===== src/rtl/core_pkg.sv =====
`default_nettype none
// ============================================================================
// Module      : core_pkg
// Description : Shared types and encodings for the 5-stage core pipeline.
//               Provides the result-select encodings, the MEM-stage handshake
//               state type and the MEM/WB pipeline register layout.
// Revision    : 1.0 - initial release
// ============================================================================
package core_pkg;

  // Result-select encodings, shared with the control unit and execute stage
  localparam logic [1:0] RES_ALU = 2'b00;
  localparam logic [1:0] RES_MEM = 2'b01;
  localparam logic [1:0] RES_PC4 = 2'b10;
  localparam logic [1:0] RES_IMM = 2'b11;

  // Data-memory handshake state
  typedef enum logic [0:0] {
    IDLE = 1'b0,
    WAIT = 1'b1
  } mem_state_t;

  // MEM/WB pipeline register contents
  typedef struct packed {
    logic        reg_write;
    logic [4:0]  rd;
    logic [1:0]  result_src;
    logic [31:0] alu_result;
    logic [31:0] read_data;
    logic [31:0] pc_plus_4;
    logic [31:0] imm_ext;
  } memwb_t;

  // Write-back value selected from a MEM/WB entry
  function automatic logic [31:0] select_result(input memwb_t e);
    logic [31:0] r;
    case (e.result_src)
      RES_ALU: r = e.alu_result;
      RES_MEM: r = e.read_data;
      RES_PC4: r = e.pc_plus_4;
      RES_IMM: r = e.imm_ext;
      default: r = e.alu_result;
    endcase
    return r;
  endfunction

endpackage
`default_nettype wire


===== src/rtl/dmem_handshake.sv =====
`default_nettype none
// ============================================================================
// Module      : dmem_handshake
// Description : Data-memory req/ack sequencer for the MEM stage. Issues the
//               request, stalls the pipeline while the access is outstanding
//               and aborts it after TIMEOUT wait cycles.
// Revision    : 1.0 - initial release
// ============================================================================
module dmem_handshake
  import core_pkg::*;
#(
  parameter int TIMEOUT = 255,
  // 2**CNT_W must exceed TIMEOUT so the counter can reach the limit
  parameter int CNT_W   = 8
) (
  input  logic clk,
  input  logic reset,      // synchronous, active-low
  input  logic start,      // aligned access presented in EX/MEM
  input  logic dmem_ack,
  output logic dmem_req,
  output logic mem_stall,
  output logic done,       // access completed with an acknowledge
  output logic abort       // access given up after the timeout
);

  localparam logic [CNT_W-1:0] TIMEOUT_C = CNT_W'(TIMEOUT);
  localparam logic [CNT_W-1:0] CNT_ONE   = CNT_W'(1);

  mem_state_t       state_q, state_d;
  logic [CNT_W-1:0] cnt_q, cnt_d;

  // Next-state, wait counter and handshake outputs
  always_comb begin
    state_d   = state_q;
    cnt_d     = cnt_q;
    dmem_req  = 1'b0;
    mem_stall = 1'b0;
    done      = 1'b0;
    abort     = 1'b0;
    case (state_q)
      IDLE: begin
        if (start) begin
          dmem_req = 1'b1;
          if (dmem_ack) begin
            // zero-wait access retires this cycle
            done = 1'b1;
          end else begin
            mem_stall = 1'b1;
            state_d   = WAIT;
            cnt_d     = CNT_ONE;
          end
        end
      end
      WAIT: begin
        // Upstream is stalled, so address/data/we stay stable here
        dmem_req = 1'b1;
        if (dmem_ack) begin
          done    = 1'b1;
          state_d = IDLE;
          cnt_d   = '0;
        end else if (cnt_q == TIMEOUT_C) begin
          // Drop the request and let the instruction retire with a fault
          dmem_req = 1'b0;
          abort    = 1'b1;
          state_d  = IDLE;
          cnt_d    = '0;
        end else begin
          mem_stall = 1'b1;
          cnt_d     = cnt_q + CNT_ONE;
        end
      end
      default: begin
        state_d = IDLE;
        cnt_d   = '0;
      end
    endcase
    // Nothing may leave the stage while reset is held
    if (!reset) begin
      dmem_req  = 1'b0;
      mem_stall = 1'b0;
      done      = 1'b0;
      abort     = 1'b0;
    end
  end

  // State and wait-counter registers
  always_ff @(posedge clk) begin
    if (!reset) begin
      state_q <= IDLE;
      cnt_q   <= '0;
    end else begin
      state_q <= state_d;
      cnt_q   <= cnt_d;
    end
  end

endmodule
`default_nettype wire


===== src/rtl/stage_memory.sv =====
`default_nettype none
// ============================================================================
// Module      : stage_memory
// Description : MEM stage of the 5-stage core. Drives the data-memory port,
//               stalls upstream while an access is outstanding, tracks
//               alignment/timeout faults and holds the MEM/WB register.
// Revision    : 1.0 - initial release
// ============================================================================
module stage_memory
  import core_pkg::*;
#(
  parameter int TIMEOUT = 255,
  parameter int CNT_W   = 8
) (
  input  logic        clk,
  input  logic        reset,          // synchronous, active-low
  input  logic        wb_clear,
  input  logic        mem_reg_write,
  input  logic        mem_mem_write,
  input  logic [1:0]  mem_result_src,
  input  logic [31:0] mem_alu_result,
  input  logic [31:0] mem_write_data,
  input  logic [31:0] mem_pc_plus_4,
  input  logic [31:0] mem_imm_ext,
  input  logic [4:0]  mem_rd,
  output logic        dmem_req,
  output logic        dmem_we,
  output logic [31:0] dmem_addr,
  output logic [31:0] dmem_wdata,
  input  logic [31:0] dmem_rdata,
  input  logic        dmem_ack,
  output logic        mem_stall,
  output logic        mem_fault,
  output logic [31:0] mem_fault_addr,
  output logic        wb_reg_write,
  output logic [4:0]  wb_rd,
  output logic [31:0] wb_result
);

  logic        is_load;
  logic        is_access;
  logic        misaligned;
  logic        start;
  logic        hs_done;
  logic        hs_abort;
  logic        fault_event;

  memwb_t      memwb_q, memwb_d;
  logic        fault_q, fault_d;
  logic [31:0] fault_addr_q, fault_addr_d;

  // Classify the instruction sitting in EX/MEM
  always_comb begin
    is_load    = mem_reg_write & (mem_result_src == RES_MEM);
    is_access  = is_load | mem_mem_write;
    misaligned = is_access & (mem_alu_result[1:0] != 2'b00);
    start      = is_access & ~misaligned;
  end

  dmem_handshake #(
    .TIMEOUT (TIMEOUT),
    .CNT_W   (CNT_W)
  ) u_handshake (
    .clk       (clk),
    .reset     (reset),
    .start     (start),
    .dmem_ack  (dmem_ack),
    .dmem_req  (dmem_req),
    .mem_stall (mem_stall),
    .done      (hs_done),
    .abort     (hs_abort)
  );

  // Memory port: address and data come straight from the held EX/MEM fields
  always_comb begin
    dmem_we    = dmem_req & mem_mem_write;
    dmem_addr  = mem_alu_result;
    dmem_wdata = mem_write_data;
  end

  // MEM/WB next value: flush and stall both insert a bubble, so an
  // instruction that waits on memory retires exactly once
  always_comb begin
    memwb_d = '0;
    if (!wb_clear && !mem_stall) begin
      memwb_d.reg_write  = mem_reg_write;
      memwb_d.rd         = mem_rd;
      memwb_d.result_src = mem_result_src;
      memwb_d.alu_result = mem_alu_result;
      // Aborted, misaligned and non-load instructions carry zero load data
      memwb_d.read_data  = (is_load && hs_done) ? dmem_rdata : 32'h0;
      memwb_d.pc_plus_4  = mem_pc_plus_4;
      memwb_d.imm_ext    = mem_imm_ext;
    end
  end

  // Sticky fault flag; the address is latched only for the first fault
  always_comb begin
    fault_event  = misaligned | hs_abort;
    fault_d      = fault_q | fault_event;
    fault_addr_d = fault_addr_q;
    if (fault_event && !fault_q) begin
      fault_addr_d = mem_alu_result;
    end
  end

  // MEM/WB and fault registers
  always_ff @(posedge clk) begin
    if (!reset) begin
      memwb_q      <= '0;
      fault_q      <= 1'b0;
      fault_addr_q <= 32'h0;
    end else begin
      memwb_q      <= memwb_d;
      fault_q      <= fault_d;
      fault_addr_q <= fault_addr_d;
    end
  end

  // Outputs toward write-back, forwarding and the hazard unit
  always_comb begin
    wb_reg_write   = memwb_q.reg_write;
    wb_rd          = memwb_q.rd;
    wb_result      = select_result(memwb_q);
    mem_fault      = fault_q;
    mem_fault_addr = fault_addr_q;
  end

endmodule
`default_nettype wire


===== config.mk =====
export PLATFORM = sky130hd
export DESIGN_NAME = stage_memory
export DESIGN_NICKNAME = d
export VERILOG_FILES = /design/src/rtl/core_pkg.sv /design/src/rtl/dmem_handshake.sv /design/src/rtl/stage_memory.sv
export SDC_FILE = /design/constraint.sdc
export NUM_CORES = 1
export LEC_CHECK = 0
export ABC_AREA = 1
export CORE_ASPECT_RATIO = 0.6
export CORE_MARGIN = 10
export CORE_UTILIZATION = 46
export CTS_CLUSTER_DIAMETER = 50
export DETAILED_ROUTE_END_ITERATION = 12
export PLACE_DENSITY = 0.85
export SLEW_MARGIN = 20
export SYNTH_ARGS = -nofsm -noshare
export SYNTH_HDL_FRONTEND = slang
export SYNTH_SLANG_ARGS = --single-unit

===== constraint.sdc =====
create_clock -name clk -period 4.1 [get_ports clk]
set_input_delay 0.615 -clock clk [delete_from_list [all_inputs] [get_ports clk]]
set_output_delay 0.615 -clock clk [all_outputs]
set_load 0.01 [all_outputs]

==> metrics.md <==
| Metric | Value |
|---|---|
| Critical path type | `primary input to output port` |
| Leak | `4.34 nW` |
| CTS tree | `done` |
| Rows | `35` |
| Deepest clock path buffer count | `2` |
| Nets | `between 1000 and 1500` |
| Avg Vias per Cell | `about 4.7` |
| # DRC | `0` |
| Pin count of the biggest net entering global routing | `66` |
| Hold Worst Slack | `0.482 ns` |
| Gpl congestion | `0.875` |
| Mux share of post-synthesis cell area | `0%` |
| Fmax | `approximately 0.32 GHz` |
| Post-Synthesis Cells | `942` |
| Root buffer cell | `clkbuf_16` |
| YS warnings | `0` |
| DRT Pass-1 Iters | `5` |
| Req. time, crit path | `around 3.5 ns` |
| Initial antenna violation count | `0` |
| Final hold vios | `0` |
| Sink Count | `178` |
| Area share of the largest cell type after synthesis | `between 40 and 50%` |
| CP Cell Sequence | `clkdlybuf4s50_1 -> nand3_1 -> a21boi_0 -> nor2_1 -> nor3_1 -> clkdlybuf4s50_1` |
| Routed Antenna Nets | `0` |
| Critical Path Fanout Max | `3` |
| Die Span Y | `119 µm` |
| Final Cycle Share | `76.9%` |
| First-pass GRT wire length | `32700 µm` |
| Maxcap violations | `0` |
| Drt wl/cell | `16.0 µm` |
| Peak supply drop | `between 200 and 250 µV` |
| Post-synth EDFFs | `0` |
| Top cells by area, synth | `dfxtp_1 (48%), nand2_1 (8.9%), inv_1 (7.6%)` |
| Synth Area in XOR/XNOR | `0%` |
| Grt ovf | `0` |
| Share of layout cells above drive strength 1 | `8.54%` |
| Setup-failing EPs final | `0` |
| Port bufs | `246` |
| Synthesized Nets | `1116` |
| Data arrival, critical path | `2.54 ns` |
| Clock buffer count from CTS | `17` |
| Hold/Removal Path Class | `flop to flop` |
| HPWL Detailed | `about 16000 µm` |
| Flip-flop and latch count after synthesis | `178` |
| Crit path launch type | `primary input` |
| Post-CTS setup buffers | `0` |
| Seq. cell area | `approximately 3600 µm²` |
| Max incr delay on CP | `0.58 ns` |
| Ys async rst share | `0%` |
| Placeable Area | `15600 µm²` |
| Top FF cell, synth | `dfxtp_1` |
| GR Util All Layers | `18.7%` |
| Vias | `a little over 6000` |
| Post-layout min period | `3.15 ns` |
| Die area | `about 22000 µm²` |
| Post-CTS Hold Fix Bufs | `0` |
| P&R area growth vs syn | `34.7%` |
| Max-slew violations | `0` |
| Most frequent cells after synthesis | `dfxtp_1 (178), nand2_1 (177), inv_1 (150)` |
| Most common cell in the netlist | `dfxtp_1` |
| Antenna Cells | `0` |
| Simple-gate portion of the synthesized area | `between 20% and 30%` |
| Routed WL | `21000 µm` |
| CP max stage cell | `clkdlybuf4s50_1` |
| Area of the multi-input gates | `2510 µm²` |
| Clock slew at reported path FFs | `~0.070 ns` |
| I/O pin cnt | `311` |
| 1st-iter DRT viols | `458` |
| Clk_lat worst skew | `0.42 ns` |
| Initial Util | `a little under half` |
| Worst slew margin | `30.0%` |
| Power per Cell Area | `399 nW/µm²` |
| Setup TNS after final layout | `0 ns` |
| Largest family of logic cells by synthesized area | `simple AND/OR/NAND/NOR gates` |
| Vias in the first global route | `6257` |
| Unique masters post-synth | `29` |
| Outcome | `finished clean` |
| Critical path's most frequent cell | `clkdlybuf4s50_1` |
| Worst Tran Pin Value | `~1.0 ns` |
| Syn avg cell area | `7.90 µm²` |
| Post-Syn Area | `7440 µm²` |
| Clock skew | `roughly 0.012 ns` |
| Synth Area in Compound Gates | `roughly 3.4%` |
| CP Capture Type | `output port` |
| Filler instances | `between 1000 and 1500` |
| RSZ-0062 raised after global routing | `false` |
| Synth area leader | `dfxtp_1` |
| Seq/Total Area, Yosys | `47.9%` |
| Chip Width | `184 µm` |
| CTS H-Tree Depth | `4` |
| Post-CTS sizing | `0` |
| Adder-cell area share of the yosys netlist | `0.168%` |
-- worst paths after layout --
path                             start                  to  slack [ns]  depth (start not counted)
hold / removal      mem_fault_addr[22]  mem_fault_addr[22]        0.48                          2
setup / recovery     mem_result_src[0]             dmem_we        0.95                          6
hold reg to reg     mem_fault_addr[22]  mem_fault_addr[22]        0.48                          2
setup reg to reg  u_handshake.cnt_q[0]  mem_fault_addr[28]        2.10                          8
-- area by class of cell --
class,count,share of cell area (%)
clock buffer,18,4.28
sequential,178,35.6
multi-input combinational,497,25.0
clock inverter,14,1.45
inverter,151,5.66
timing repair buffer,255,25.5
tap,203,2.53
-- layer usage --
metal / part of all wire (%) / vias up / global-route usage [%] / routed length [µm]
li1: - / 3118 / - / -
met1: 40 / 2836 / 21.1 / 8490
met2: 46 / 257 / 30.6 / 9720
met3: 12 / 24 / 9.33 / 2490
met4: 1.6 / 0 / 5.50 / 340
met5: 0 / - / 0 / 0
-- power by group --
part / total [mW] / switching (mW) / internal (mW) / leakage (nW)
registers: 1.83 / 0.0276 / 1.80 / 1.46
logic: 0.573 / 0.275 / 0.298 / 2.62
clock network: 1.59 / 0.733 / 0.861 / 0.272
-- sequential cells by signal, indices dropped and copies added, names as in the netlist --
signal               cells
u_handshake.cnt_q        8
wb_reg_write             1
u_handshake.state_q      1
wb_rd                    5
memwb_q                130
mem_fault_addr          32
mem_fault                1
-- kinds of logic after synthesis --
family,after synthesis
compound gates,49
fa+ha+maj,1
buf+inv,267
flops,178
simple gates,447
-- metrics by stage --
stage,power [mW],std cells,setup slack [ns],cell area (µm²),utilization [%]
after detailed placement,2.44,1284,0.953,9440,60.6
after floorplan,2.18,942,2.12,7440,-
after global placement,2.43,1284,1.01,9440,60.6
final,4.00,1316,0.946,10000,64.3
after CTS,4.02,1316,0.953,10000,64.3
after global routing,4.15,1316,0.797,10000,64.3
-- layout by cell type, fill, tap and decap left out, types with 2 or more instances in the layout --
| cell type | count |
|---|---|
| inv_8 | 4 |
| buf_4 | 7 |
| buf_12 | 2 |
| nand2_1 | 177 |
| nand2_2 | 2 |
| nand3_1 | 44 |
| nor2_4 | 41 |
| nor3_1 | 34 |
| nor2_2 | 4 |
| nand4_1 | 37 |
| inv_1 | 149 |
| clkinvlp_4 | 4 |
| clkbuf_16 | 17 |
| inv_2 | 2 |
| clkdlybuf4s50_1 | 246 |
| nor2_1 | 103 |
| o21ai_0 | 4 |
| nand2_4 | 2 |
| dfxtp_1 | 178 |
| a21oi_1 | 40 |
| inv_6 | 4 |
-- worst max-delay path: cells and delay by family --
kind            cells  cell delay, ns
compound gates      1            0.40
buf+inv             2            1.07
simple gates        3            0.45
No activity file was read; power rests on OpenSTA's default activity.
